<file path="src/rtl/alu32_pkg.sv">
// Shared types for the alu32 scheduler: ALU op codes, scheduler FSM states, datapath width.
package alu32_pkg;

    localparam int ALU_W = 32;

    typedef enum logic [2:0] {
        OP_NOP  = 3'b000,
        OP_NOT  = 3'b001,
        OP_AND  = 3'b010,
        OP_OR   = 3'b011,
        OP_XOR  = 3'b100,
        OP_XNOR = 3'b101,
        OP_ADD  = 3'b110,
        OP_SUB  = 3'b111
    } alu_op_t;

    typedef enum logic [1:0] {
        IDLE = 2'd0,
        EXEC = 2'd1,
        CAPT = 2'd2,
        RESP = 2'd3
    } sched_state_t;

endpackage

</file>
<file path="src/rtl/alu32_sched_rr_arbiter.sv">
// Combinational round-robin arbiter: first request at or after ptr_i, wrapping.
module rr_arbiter #(
    parameter int NREQ = 4,
    parameter int IDW  = 2
) (
    input  logic [NREQ-1:0] req_i,
    input  logic [IDW-1:0]  ptr_i,
    output logic [NREQ-1:0] grant_oh_o,
    output logic [IDW-1:0]  grant_idx_o,
    output logic            any_o
);

    always_comb begin
        grant_oh_o  = '0;
        grant_idx_o = '0;
        any_o       = 1'b0;
        // Upper segment [ptr..NREQ-1] first, then the wrapped segment [0..ptr-1].
        for (int i = 0; i < NREQ; i++) begin
            if (!any_o && req_i[i] && (i >= int'(ptr_i))) begin
                any_o         = 1'b1;
                grant_oh_o[i] = 1'b1;
                grant_idx_o   = IDW'(i);
            end
        end
        for (int i = 0; i < NREQ; i++) begin
            if (!any_o && req_i[i] && (i < int'(ptr_i))) begin
                any_o         = 1'b1;
                grant_oh_o[i] = 1'b1;
                grant_idx_o   = IDW'(i);
            end
        end
    end

endmodule

</file>
<file path="src/rtl/alu32_sched.sv">
// Round-robin scheduler sharing one registered 32-bit ALU among NREQ requesters, one op in flight.
// Optional per-requester accept counters on stat_cnt when ALU_SCHED_STATS_EN is defined.
module alu32_sched
    import alu32_pkg::*;
#(
    parameter int NREQ = 4,
    parameter int IDW  = 2
`ifdef ALU_SCHED_STATS_EN
    , parameter int CNTW = 16
`endif
) (
    input  logic                    clk,
    input  logic                    reset,
    input  logic [NREQ-1:0]         req_valid,
    output logic [NREQ-1:0]         req_ready,
    input  logic [3*NREQ-1:0]       req_op,
    input  logic [ALU_W*NREQ-1:0]   req_a,
    input  logic [ALU_W*NREQ-1:0]   req_b,
    output logic                    rsp_valid,
    input  logic                    rsp_ready,
    output logic [IDW-1:0]          rsp_id,
    output logic [ALU_W-1:0]        rsp_data,
    output logic [2:0]              alu_op,
    output logic [ALU_W-1:0]        alu_a,
    output logic [ALU_W-1:0]        alu_b,
    input  logic [ALU_W-1:0]        alu_result,
`ifdef ALU_SCHED_STATS_EN
    output logic [CNTW*NREQ-1:0]    stat_cnt,
`endif
    output logic                    busy
);

    sched_state_t     state_q, state_d;
    logic [IDW-1:0]   rr_ptr_q, rr_ptr_d;
    alu_op_t          alu_op_q, alu_op_d;
    logic [ALU_W-1:0] alu_a_q, alu_a_d, alu_b_q, alu_b_d;
    logic [ALU_W-1:0] rsp_data_q, rsp_data_d;
    logic             rsp_valid_q, rsp_valid_d;
    logic [IDW-1:0]   rsp_id_q, rsp_id_d;

    logic [NREQ-1:0]  grant_oh;
    logic [IDW-1:0]   grant_idx;
    logic             grant_any;
    logic             accept;
    logic [2:0]       sel_op;
    logic [ALU_W-1:0] sel_a, sel_b;

    rr_arbiter #(.NREQ(NREQ), .IDW(IDW)) u_arb (
        .req_i       (req_valid),
        .ptr_i       (rr_ptr_q),
        .grant_oh_o  (grant_oh),
        .grant_idx_o (grant_idx),
        .any_o       (grant_any)
    );

    assign accept = (state_q == IDLE) && grant_any;

    always_comb begin
        sel_op = '0;
        sel_a  = '0;
        sel_b  = '0;
        for (int i = 0; i < NREQ; i++) begin
            if (grant_oh[i]) begin
                sel_op = req_op[3*i +: 3];
                sel_a  = req_a[ALU_W*i +: ALU_W];
                sel_b  = req_b[ALU_W*i +: ALU_W];
            end
        end
    end

    always_comb begin
        state_d     = state_q;
        rr_ptr_d    = rr_ptr_q;
        alu_op_d    = alu_op_q;
        alu_a_d     = alu_a_q;
        alu_b_d     = alu_b_q;
        rsp_data_d  = rsp_data_q;
        rsp_valid_d = rsp_valid_q;
        rsp_id_d    = rsp_id_q;
        req_ready   = '0;
        case (state_q)
            IDLE: begin
                req_ready = grant_oh;
                if (accept) begin
                    alu_op_d = alu_op_t'(sel_op);
                    alu_a_d  = sel_a;
                    alu_b_d  = sel_b;
                    rsp_id_d = grant_idx;
                    rr_ptr_d = (int'(grant_idx) == NREQ - 1) ? '0 : IDW'(int'(grant_idx) + 1);
                    state_d  = EXEC;
                end
            end
            // ALU registers its result at the end of EXEC; NOP afterwards keeps it held.
            EXEC: begin
                alu_op_d = OP_NOP;
                state_d  = CAPT;
            end
            CAPT: begin
                rsp_data_d  = alu_result;
                rsp_valid_d = 1'b1;
                state_d     = RESP;
            end
            RESP: begin
                if (rsp_ready) begin
                    rsp_valid_d = 1'b0;
                    state_d     = IDLE;
                end
            end
            default: state_d = IDLE;
        endcase
    end

    always_ff @(posedge clk or posedge reset) begin
        if (reset) begin
            state_q     <= IDLE;
            rr_ptr_q    <= '0;
            alu_op_q    <= OP_NOP;
            alu_a_q     <= '0;
            alu_b_q     <= '0;
            rsp_data_q  <= '0;
            rsp_valid_q <= 1'b0;
            rsp_id_q    <= '0;
        end else begin
            state_q     <= state_d;
            rr_ptr_q    <= rr_ptr_d;
            alu_op_q    <= alu_op_d;
            alu_a_q     <= alu_a_d;
            alu_b_q     <= alu_b_d;
            rsp_data_q  <= rsp_data_d;
            rsp_valid_q <= rsp_valid_d;
            rsp_id_q    <= rsp_id_d;
        end
    end

    assign alu_op    = alu_op_q;
    assign alu_a     = alu_a_q;
    assign alu_b     = alu_b_q;
    assign rsp_valid = rsp_valid_q;
    assign rsp_id    = rsp_id_q;
    assign rsp_data  = rsp_data_q;
    assign busy      = (state_q != IDLE);

`ifdef ALU_SCHED_STATS_EN
    for (genvar i = 0; i < NREQ; i++) begin : g_stat
        logic [CNTW-1:0] cnt_q;
        always_ff @(posedge clk or posedge reset) begin
            if (reset) begin
                cnt_q <= '0;
            end else if (accept && grant_oh[i] && (cnt_q != '1)) begin
                cnt_q <= cnt_q + CNTW'(1);
            end
        end
        assign stat_cnt[CNTW*i +: CNTW] = cnt_q;
    end
`endif

endmodule
</file>
<file path="config.mk">
export PLATFORM = sky130hd
export DESIGN_NAME = alu32_sched
export DESIGN_NICKNAME = d
export VERILOG_FILES = /design/src/rtl/alu32_pkg.sv /design/src/rtl/alu32_sched_rr_arbiter.sv /design/src/rtl/alu32_sched.sv
export SDC_FILE = /design/constraint.sdc
export NUM_CORES = 1
export LEC_CHECK = 0
export CORE_AREA = 8 8 156 158
export CTS_CLUSTER_DIAMETER = 60
export DETAILED_ROUTE_END_ITERATION = 8
export DIE_AREA = 0 0 164 166
export PLACE_DENSITY = 0.68
export SLEW_MARGIN = 20
export SYNTH_ARGS = -nofsm -noshare
export SYNTH_HDL_FRONTEND = slang
export SYNTH_SLANG_ARGS = --single-unit
export TNS_END_PERCENT = 1
</file>
<file path="constraint.sdc">
create_clock -name clk -period 3.2 [get_ports clk]
set_input_delay 0.48 -clock clk [delete_from_list [all_inputs] [get_ports clk]]
set_output_delay 0.48 -clock clk [all_outputs]
set_load 0.01 [all_outputs]
</file>
**Word level (Yosys, flattened, before mapping)**

Index checks and enable logic that the tools add are counted.

- Register bits after elaboration: 106
- Input port bits: 307
- Output and inout bits: 107
- Word-level logic and storage cells: 88

- $add $sub $neg: 1
- Order comparisons: 6
- Equal/unequal tests: 6
- Muxes and demuxes: 40
- Reductions and logical operators: 27

Operator list:

| cell | count |
|---|---|
| $mux 32 | 8 |
| $mux 2 | 8 |
| $mux 1 | 15 |
| $mux 3 | 5 |
| $logic_and 1x1->1 | 13 |
| $pmux 2 s4 | 1 |
| $reduce_and 2->1 | 4 |
| $logic_not 1->1 | 6 |
| $pmux 3 s2 | 1 |
| $reduce_bool 2->1 | 3 |
| $eq 2x1->1 const B | 2 |
| $eq 2x2->1 const B | 2 |
| $ge 1x2->1 const A | 2 |
| $lt 1x2->1 const A | 2 |
| $mux 4 | 1 |
| $ne 2x2->1 const B | 2 |
| $add 2x1->2 const B | 1 |
| $ge 2x2->1 const A | 1 |
| $logic_not 2->1 | 1 |
| $lt 2x2->1 const A | 1 |
| $pmux 1 s2 | 1 |

**Depth between registers and ports, before layout**

Gate-level depths: netlist (run 1).

- Word-level depth: 30
- Mapped depth: 8

**Hierarchy**

Synthesis (run 1) repeated with hierarchy kept, for this count alone.

- Cell total of the unflattened synthesis: 745
- Area, all modules: 6530.0 sq um

By module, submodules not included:

| module | times used | cells each | area each (sq um) | seq. area each (sq um) |
|---|---|---|---|---|
| alu32_sched | 1 | 712 | 6307.3 | 2652.5 |
| rr_arbiter | 1 | 33 | 222.7 | 0.0 |

**Worst setup path before layout (run 1)**

No wires, ideal clock.

- Path type: input to output
- Start: in req_valid[0]
- End: out req_ready[2]
- Arrival: 1.628 ns
- Path slack: 1.092 ns
- Stages on the path: 6
- Buffers on the path: 3
- Cell sequence: buf_2 a21oi_1 o221a_2 buf_2 buf_2 nor3_1

- Word-level cells in the longest chain between the ends: 26
- Elaborated cells on any way between the ends: 27
- Those cells by class: 9 x mux; 18 x reduce/logical

Ends and longest elaborated chain:

| what | line | source |
|---|---|---|
| start: declaration | alu32_sched.sv:14 | `input logic [NREQ-1:0] req_valid,` |
| $logic_and 1x1->1 | alu32_sched_rr_arbiter.sv:19 | `if (!any_o && req_i[i] && (i >= int'(ptr_i))) begin` |
| $mux 1 | alu32_sched_rr_arbiter.sv:19 |  |
| $logic_not 1->1 | alu32_sched_rr_arbiter.sv:19 |  |
| $logic_and 1x1->1 (2 in series) | alu32_sched_rr_arbiter.sv:19 |  |
| $mux 1 | alu32_sched_rr_arbiter.sv:19 |  |
| $logic_not 1->1 | alu32_sched_rr_arbiter.sv:19 |  |
| $logic_and 1x1->1 (2 in series) | alu32_sched_rr_arbiter.sv:19 |  |
| $mux 1 | alu32_sched_rr_arbiter.sv:19 |  |
| [6 not listed] | -- |  |
| $mux 1 | alu32_sched_rr_arbiter.sv:26 | `if (!any_o && req_i[i] && (i < int'(ptr_i))) begin` |
| $logic_not 1->1 | alu32_sched_rr_arbiter.sv:26 |  |
| $logic_and 1x1->1 (2 in series) | alu32_sched_rr_arbiter.sv:26 |  |
| $mux 1 | alu32_sched_rr_arbiter.sv:26 |  |
| $logic_not 1->1 | alu32_sched_rr_arbiter.sv:26 |  |
| $logic_and 1x1->1 (2 in series) | alu32_sched_rr_arbiter.sv:26 |  |
| $mux 1 (*) | alu32_sched_rr_arbiter.sv:26 |  |
| $mux 4 (*) | alu32_sched.sv:81 | `case (state_q)` |
| end: declaration | alu32_sched.sv:15 | `output logic [NREQ-1:0] req_ready,` |

Mark *: on every way between the ends. The rest lies on a longest branch, timed or not.

**Worst setup path after layout (run 1)**

- Start: in req_valid[0]
- End: out req_ready[3]

- Word-level cells in the longest chain between the ends: 14

Ends and longest elaborated chain:

| what | line |
|---|---|
| $logic_and 1x1->1 (*) | alu32_sched_rr_arbiter.sv:19 |
| $mux 1 (*) | alu32_sched_rr_arbiter.sv:19 |
| $logic_not 1->1 | alu32_sched_rr_arbiter.sv:19 |
| $logic_and 1x1->1 (2 in series) | alu32_sched_rr_arbiter.sv:19 |
| $mux 1 (*) | alu32_sched_rr_arbiter.sv:19 |
| $logic_not 1->1 | alu32_sched_rr_arbiter.sv:19 |
| $logic_and 1x1->1 (2 in series) | alu32_sched_rr_arbiter.sv:19 |
| $mux 1 (*) | alu32_sched_rr_arbiter.sv:19 |
| $logic_not 1->1 (*) | alu32_sched_rr_arbiter.sv:19 |
| $logic_and 1x1->1 (*) | alu32_sched_rr_arbiter.sv:19 |
| $mux 1 (*) | alu32_sched_rr_arbiter.sv:19 |
| $mux 4 (*) | alu32_sched.sv:81 |

Marks and branches as above.

==> impl_summary.log, run 1 <==
[metrics] sink of the worst hold path: rsp_id[0]
[metrics] Die Area: 27200 um2
[metrics] Critical Path, Cell by Cell: clkdlybuf4s50_1 -> and2b_1 -> nor3_1 -> o221ai_1 -> nor3_1 -> clkdlybuf4s50_1
[metrics] final wirelength: 29.4 mm
[metrics] total nets after synthesis: 982
[metrics] Final Hold Violating Endpoints: 0
[metrics] Final Non-Filler Cells: 1340
[metrics] overall via count from detail_route: 6926
[metrics] RSZ-0062 raised after global routing: no
[metrics] number of H-tree branching levels: 3
[metrics] synthesized area divided by synthesized cell count: 9.38 um2
[metrics] top cell type's share of synthesized area: 0.422
[metrics] effective utilization at floorplan: 0.285
[metrics] overall power after layout: 8.46 mW
[metrics] Worst Reg-to-Reg Cells: 6
[metrics] area of the core region: 22100 um2
[metrics] YS warnings: 0
[metrics] Internal Power: 5.04 mW
[metrics] Crit Path Class: in -> out
[metrics] register-to-register path setup slack: 560 ps
[metrics] run status: complete, no violations
[metrics] count of cells resized by post-cts repair: 0
[metrics] endpoint of the worst register-to-register path: alu_b[7]
[metrics] final-layout worst hold slack: 483 ps
[metrics] type of the most critical hold path: reg -> reg
[metrics] worst-margin pin slew: 972 ps
[metrics] kind of launch point of the worst setup path: input port
[metrics] tightest slew margin relative to the limit: 0.351
[metrics] clock network fraction of design power: 0.134
[metrics] Synth area leaders: sky130_fd_sc_hd__dfrtp_1 (42%), sky130_fd_sc_hd__a2111oi_2 (7.4%), sky130_fd_sc_hd__and3_1 (6.5%)
[metrics] share of synthesized registers carrying an async set or reset: 1.00
[metrics] share of post-route cells with drive strength above 1: 0.105
[metrics] distinct cell type count after synthesis: 41
[metrics] I/O pin total: 414
[metrics] Leak Pwr: 4.43 nW
[metrics] Post-DRT Antenna Nets: 0
[metrics] clock-pin slew reported for the worst setup and hold paths after clock tree synthesis: 70 ps
[metrics] post-CTS setup buffer count: 0
[metrics] Site Rows: 55
[metrics] Total Neg Setup Slack: 0 ps
[metrics] Min-Delay Path Depth: 2
[metrics] count of buffers inserted at the top-level ports: 413
[metrics] largest incremental delay on the critical path: 590 ps
[metrics] initial antenna violation count: 4
[metrics] Layout fillers: 2091
[metrics] DR vias/cell: 5.17
[metrics] number of detailed-routing iterations run before antenna repair: 5
[metrics] number of global-route vias before repair: 7145
[metrics] number of maximum-capacitance constraint violations: 0
[metrics] most instantiated library cell after synthesis: sky130_fd_sc_hd__dfrtp_1
[metrics] number of nets in the finished design: 1361
[metrics] Seq. cell area: 2650 um2
[metrics] total congestion overflow: 0
[metrics] layout-stage area growth over the synthesis result: 75.0%
[metrics] largest voltage drop on the vdd net: 284 uV
[metrics] register share of total power: 0.283
[metrics] Switching Share: 0.405
[metrics] die width: 164 um
[metrics] number of flops mapped to enable cells by yosys: 0
[metrics] number of slew-limit violations in the final report: 0
[metrics] clock buffers created by TritonCTS: 9
[metrics] drt wl/cell: 22.0 um
[metrics] Achievable Freq: 330 MHz
[metrics] worst reg2reg path startpoint: rr_ptr_q[1]
[metrics] core occupancy in the finished layout: 0.498
[metrics] final routed DRC violation total: 0
[metrics] Die Height: 166 um
[metrics] Synth Cell Area: 6290 um2
[metrics] Critical Path AT: 2550 ps
[metrics] Slowest cell on crit path: sky130_fd_sc_hd__clkdlybuf4s50_1
[metrics] placer congestion estimate: 0.864
[metrics] combinational fraction of design power: 0.583
[metrics] global-route wire length before repair: 43.8 mm
[metrics] number of placed cells counting well taps: 1323
[metrics] hold path startpoint: rsp_id[0]
[metrics] CP delay by family, top: buffers and inverters
[metrics] master cell of the clock root buffer: sky130_fd_sc_hd__clkbuf_16
[metrics] hold buffers post-CTS: 0
[metrics] critical path required time: 2720 ps
[metrics] capturing element type of the critical path: primary output
[metrics] post-synthesis sequential area ratio: 0.422
[metrics] total area of multi-input combinational cells: 3330 um2
[metrics] net switching power: 3.42 mW
[metrics] minimum clock period after layout: 3030 ps
[metrics] first-iteration detailed-routing DRC count: 476
[metrics] cell type with the largest total area after synthesis: sky130_fd_sc_hd__dfrtp_1
[metrics] CP bufs+invs: 2
[metrics] top cells by instance count after synthesis: sky130_fd_sc_hd__dfrtp_1 (106), sky130_fd_sc_hd__nand2_1 (73), sky130_fd_sc_hd__o21ai_0 (72), sky130_fd_sc_hd__o21ai_1 (67), sky130_fd_sc_hd__and3_1 (65)
[metrics] commonest register cell after synthesis: sky130_fd_sc_hd__dfrtp_1
[metrics] CTS tree: done
[metrics] Tot GR Track Use: 0.209
[metrics] pin count of the biggest net entering global routing: 68
[metrics] register bit count reported by yosys: 106
[metrics] CTS sink cnt: 106
[metrics] cell area power density: 769 nW/um2
[metrics] post-DP HPWL: 22.4 mm
[metrics] synthesized instance count: 670
[metrics] number of buffers on the longest clock path: 2
[metrics] maximum clock skew at final layout: 16.2 ps
[metrics] ratio of final minimum period to clock period: 0.947
[metrics] critical path fanouts, max: 9
[metrics] final-report setup violation count: 0
[metrics] latest clock arrival within the worst-skew pair: 350 ps
==> layer usage <==
| metal | global-route usage | routed length [um] |
|---|---|---|
| met5 | 0 | 46 |
| met4 | 0.0822 | 986 |
| met3 | 0.0590 | 2620 |
| met2 | 0.348 | 14400 |
| met1 | 0.248 | 11400 |
==> through the flow <==
stage	cell area [um2]	setup slack (ps)
after floorplan	6290	1090
after global placement	10700	149
after detailed placement	10700	122
after CTS	11000	189
after global routing	11000	70.3
final	11000	169
==> worst max path at each step <==
stage / from / endpoint / cells past startpoint
final: req_valid[0] / req_ready[3] / 6
after global routing: req_valid[0] / req_ready[3] / 6
after CTS: req_valid[0] / req_ready[3] / 6
after detailed placement: req_valid[1] / alu_b[6] / 7
after global placement: req_valid[1] / alu_b[5] / 7
after floorplan: req_valid[0] / req_ready[2] / 6
==> cell usage in the layout, fill, tap and decap left out, drive strengths merged, types with 2 or more instances in the layout <==
cell / n
a2111oi: 65
a21oi: 7
a222oi: 2
a32oi: 2
and2: 65
and3: 65
buf: 23
clkbuf: 10
clkdlybuf4s50: 412
clkinvlp: 2
dfrtp: 106
ha: 5
inv: 10
mux2: 32
nand2: 73
nand2b: 3
nor2: 7
nor2b: 2
nor3: 4
o211ai: 2
o21a: 2
o21ai: 139
o221ai: 3
o22ai: 2
==> cell type report <==
class / instances / area share
clock inverter: 6 / 0.00512
tap: 285 / 0.0324
sequential: 106 / 0.241
timing repair buffer: 435 / 0.395
inverter: 7 / 0.00273
clock buffer: 10 / 0.0208
multi-input combinational: 490 / 0.303
antenna: 1 / 0.000227
==> power groups by stage <==
stage	Combinational, mW	Sequential [mW]	Clock, mW
after detailed placement	4.99	2.42	0
after global placement	4.92	2.39	0
after CTS	5.00	2.40	1.17
final	4.94	2.39	1.13
after floorplan	2.26	2.62	0
after global routing	5.35	2.48	1.22
==> logic make-up (layout without fill, tap and decap cells) <==
kind of cell | count (synthesis) | in the layout | synth area share
compound gates | 230 | 230 | 0.265
mux | 32 | 32 | 0.0573
fa+ha+maj | 5 | 5 | 0.00995
simple gates | 223 | 223 | 0.189
buf+inv | 74 | 458 | 0.0569
flops | 106 | 106 | 0.422
other cells | 0 | 1 | 0
==> flip-flops by register name, summed over array words and instances (netlist names) <==
signal	cells
alu_b	32
rsp_id	2
rsp_valid	1
alu_a	32
rr_ptr_q	2
state_q	2
rsp_data	32
alu_op	3
==> worst reg2reg max path, cell delays in order, from the launching register on <==
cell,delay [ps]
sky130_fd_sc_hd__dfrtp_1,600
sky130_fd_sc_hd__o22ai_1,300
sky130_fd_sc_hd__a21oi_2,80
sky130_fd_sc_hd__nor2_4,780
sky130_fd_sc_hd__buf_4,460
sky130_fd_sc_hd__a2111oi_0,170
sky130_fd_sc_hd__o21ai_1,160
Note: power is estimated with default switching activity, not from simulation.
==> run 2: changes to the inputs <==
--- a/config.mk
+++ b/config.mk
@@ -5,11 +5,13 @@
 export SDC_FILE = /design/constraint.sdc
 export NUM_CORES = 1
 export LEC_CHECK = 0
-export CORE_AREA = 8 8 156 158
+export CELL_PAD_IN_SITES_DETAIL_PLACEMENT = 1
+export CELL_PAD_IN_SITES_GLOBAL_PLACEMENT = 1
+export CORE_MARGIN = 4
+export CORE_UTILIZATION = 23
 export CTS_CLUSTER_DIAMETER = 60
 export DETAILED_ROUTE_END_ITERATION = 8
-export DIE_AREA = 0 0 164 166
-export PLACE_DENSITY = 0.68
+export PLACE_DENSITY = 0.76
 export SLEW_MARGIN = 20
 export SYNTH_ARGS = -nofsm -noshare
 export SYNTH_HDL_FRONTEND = slang
==> run 2 against run 1 <==
Critical path depth down 1. Register-to-register slack better by 50 ps. Worst hold slack better by 2.6 ps. Maximum frequency up 1.3%. Sequential share of layout area down 0.21 points. Clock-buffer cell count down 1. Clock power about the same.
==> impl_summary.log, run 2 (same netlist as run 1, synthesis figures left out) <==
[metrics] drt wl/cell: 21.8 um (was 22.0 um)
[metrics] area of the core region: 27000 um2 (was 22100 um2)
[metrics] post-DP HPWL: 22.9 mm (was 22.4 mm)
[metrics] Die Area: 30000 um2 (was 27200 um2)
[metrics] final wirelength: 30.5 mm (was 29.4 mm)
[metrics] overall via count from detail_route: 6927 (was 6926)
[metrics] worst-margin pin slew: 931 ps (was 972 ps)
[metrics] clock buffers created by TritonCTS: 9 (unchanged)
[metrics] RSZ-0062 raised after global routing: no (unchanged)
[metrics] number of H-tree branching levels: 3 (unchanged)
[metrics] cell area power density: 773 nW/um2 (was 769 nW/um2)
[metrics] Tot GR Track Use: 0.196 (was 0.209)
[metrics] DR vias/cell: 4.95 (was 5.17)
[metrics] Die Height: 173 um (was 166 um)
[metrics] number of slew-limit violations in the final report: 0 (unchanged)
[metrics] Total Neg Setup Slack: 0 ps (unchanged)
[metrics] CTS tree: done (unchanged)
[metrics] Critical Path, Cell by Cell: and2b_1 -> nor3_1 -> o221ai_1 -> nor3_1 -> clkdlybuf4s50_1 (was clkdlybuf4s50_1 -> and2b_1 -> nor3_1 -> o221ai_1 -> nor3_1 -> clkdlybuf4s50_1)
[metrics] number of maximum-capacitance constraint violations: 0 (unchanged)
[metrics] number of detailed-routing iterations run before antenna repair: 4 (was 5)
[metrics] clock-pin slew reported for the worst setup and hold paths after clock tree synthesis: 80 ps (was 70 ps)
[metrics] total congestion overflow: 0 (unchanged)
[metrics] largest voltage drop on the vdd net: 292 uV (was 284 uV)
[metrics] Min-Delay Path Depth: 2 (unchanged)
[metrics] total area of multi-input combinational cells: 3340 um2 (was 3330 um2)
[metrics] clock network fraction of design power: 0.132 (was 0.134)
[metrics] highest signal layer in the routed design: met5 (unchanged)
[metrics] register share of total power: 0.279 (was 0.283)
[metrics] worst reg2reg path startpoint: rr_ptr_q[1] (unchanged)
[metrics] post-CTS setup buffer count: 0 (unchanged)
[metrics] endpoint of the worst register-to-register path: alu_b[16] (was alu_b[7])
[metrics] effective utilization at floorplan: 0.233 (was 0.285)
[metrics] maximum clock skew at final layout: 12.8 ps (was 16.2 ps)
[metrics] first-iteration detailed-routing DRC count: 335 (was 476)
[metrics] sum of met3 wire segment lengths after detailed routing: 2.07 mm (was 2.62 mm)
[metrics] count of buffers inserted at the top-level ports: 413 (unchanged)
[metrics] Final Hold Violating Endpoints: 0 (unchanged)
[metrics] number of nets in the finished design: 1364 (was 1361)
[metrics] latest clock arrival within the worst-skew pair: 360 ps (was 350 ps)
[metrics] I/O pin total: 414 (unchanged)
[metrics] minimum clock period after layout: 2990 ps (was 3030 ps)
[metrics] core occupancy in the finished layout: 0.412 (was 0.498)
[metrics] Leak Pwr: 4.44 nW (was 4.43 nW)
[metrics] global-route wire length before repair: 46.2 mm (was 43.8 mm)
[metrics] combinational fraction of design power: 0.589 (was 0.583)
[metrics] Crit Path Class: reg -> out (was in -> out)
[metrics] share of post-route cells with drive strength above 1: 0.109 (was 0.105)
[metrics] Layout fillers: 3082 (was 2091)
[metrics] Seq. cell area: 2650 um2 (unchanged)
[metrics] ratio of final minimum period to clock period: 0.935 (was 0.947)
[metrics] number of buffers on the longest clock path: 2 (unchanged)
[metrics] CTS sink cnt: 106 (unchanged)
[metrics] final design area excluding fillers: 11100 um2 (was 11000 um2)
[metrics] net switching power: 3.52 mW (was 3.42 mW)
[metrics] critical path required time: 2720 ps (about the same)
[metrics] final-report setup violation count: 0 (unchanged)
[metrics] largest incremental delay on the critical path: 620 ps (was 590 ps)
[metrics] count of cells resized by post-cts repair: 0 (unchanged)
[metrics] hold path startpoint: alu_b[5] (was rsp_id[0])
[metrics] placer congestion estimate: 0.827 (was 0.864)
[metrics] run status: complete, no violations (unchanged)
[metrics] Post-DRT Antenna Nets: 0 (unchanged)
[metrics] register-to-register path setup slack: 610 ps (was 560 ps)
[metrics] capturing element type of the critical path: primary output (unchanged)
[metrics] hold buffers post-CTS: 0 (unchanged)
[metrics] Critical Path AT: 2510 ps (was 2550 ps)
[metrics] length of routed met2 wiring: 15.5 mm (was 14.4 mm)
[metrics] CP delay by family, top: simple AND/OR/NAND/NOR gates (was buffers and inverters)
[metrics] Achievable Freq: 334 MHz (was 330 MHz)
[metrics] kind of launch point of the worst setup path: register (was input port)
[metrics] number of global-route vias before repair: 7401 (was 7145)
[metrics] initial antenna violation count: 4 (unchanged)
[metrics] type of the most critical hold path: reg -> reg (unchanged)
[metrics] die width: 173 um (was 164 um)
[metrics] tightest slew margin relative to the limit: 0.379 (was 0.351)
[metrics] CP bufs+invs: 1 (was 2)
[metrics] Switching Share: 0.410 (was 0.405)
[metrics] overall power after layout: 8.58 mW (was 8.46 mW)
[metrics] critical path fanouts, max: 11 (was 9)
[metrics] Internal Power: 5.06 mW (was 5.04 mW)
[metrics] pin count of the biggest net entering global routing: 68 (unchanged)
[metrics] final routed DRC violation total: 0 (unchanged)
[metrics] cell area after placement: 10800 um2 (was 10700 um2)
[metrics] diode count: 0 (was 1)
[metrics] sink of the worst hold path: alu_b[5] (was rsp_id[0])
[metrics] master cell of the clock root buffer: sky130_fd_sc_hd__clkbuf_16 (unchanged)
[metrics] sum of routed wire segments on met1: 12.2 mm (was 11.4 mm)
[metrics] commonest non-fill, non-tap cells in the layout: sky130_fd_sc_hd__clkdlybuf4s50_1 (412), sky130_fd_sc_hd__dfrtp_1 (106), sky130_fd_sc_hd__nand2_1 (73) (unchanged)
[metrics] Site Rows: 60 (was 55)
[metrics] Worst Reg-to-Reg Cells: 6 (unchanged)
[metrics] cell repeated most along the worst path: sky130_fd_sc_hd__nor3_1
[metrics] most frequent standard cell in the layout excluding fill and tap cells: sky130_fd_sc_hd__clkdlybuf4s50_1 (unchanged)
[metrics] layout-stage area growth over the synthesis result: 76.5% (was 75.0%)
[metrics] Slowest cell on crit path: sky130_fd_sc_hd__dfrtp_1 (was sky130_fd_sc_hd__clkdlybuf4s50_1)
## run 2: changes by cell type in the layout (fill, tap and decap cells not counted), sizes merged
cell and delta:
buf +3, clkinv +2, clkbuf -1, diode -1
inv -1
## run 2: worst max path at each step
stage	to	depth (start not counted)	startpoint
2_1_floorplan	req_ready[2]	6	req_valid[0]
5_1_grt	req_ready[3]	5	rr_ptr_q[0]
3_5_place_dp	alu_b[7]	8	req_valid[1]
3_3_place_gp	alu_b[7]	8	req_valid[1]
6_report	req_ready[3]	5	rr_ptr_q[0]
4_1_cts	req_ready[3]	5	rr_ptr_q[0]
## run 2: power by group through the flow
stage	clock (mW)	sequential, mW	combinational (mW)
final	1.13	2.39	5.06
after global placement	0	2.38	5.02
after global routing	1.24	2.49	5.48
after CTS	1.19	2.41	5.15
after floorplan	0	2.62	2.26
after detailed placement	0	2.43	5.13
## run 2: final cells by class
| class | count | area share |
|---|---|---|
| Inverter | 7 | 0.00271 |
| Clock inverter | 7 | 0.00552 |
| Clock buffer | 9 | 0.0203 |
| Multi-Input combinational cell | 490 | 0.301 |
| Tap cell | 341 | 0.0384 |
| Timing Repair Buffer | 438 | 0.393 |
| Sequential cell | 106 | 0.239 |
## run 2: per-stage QoR
step	hold WS (ps)	setup WS [ps]	std cells
2_1_floorplan	513	1090	670
3_3_place_gp	464	296	1382
3_5_place_dp	475	221	1382
4_1_cts	493	176	1398
5_1_grt	509	93.5	1398
6_report	486	209	1398
## run 2: worst min-delay path, cell delays in order (launching register included)
cell	delay, ps
sky130_fd_sc_hd__dfrtp_1	350
sky130_fd_sc_hd__nand2_1	50
sky130_fd_sc_hd__o21ai_1	60
## run 2: layer usage
metal | GRT usage | vias up
li1 | - | 3211
met5 | 0 | -
met1 | 0.230 | 3401
met2 | 0.349 | 264
met3 | 0.0523 | 43
met4 | 0.0575 | 8
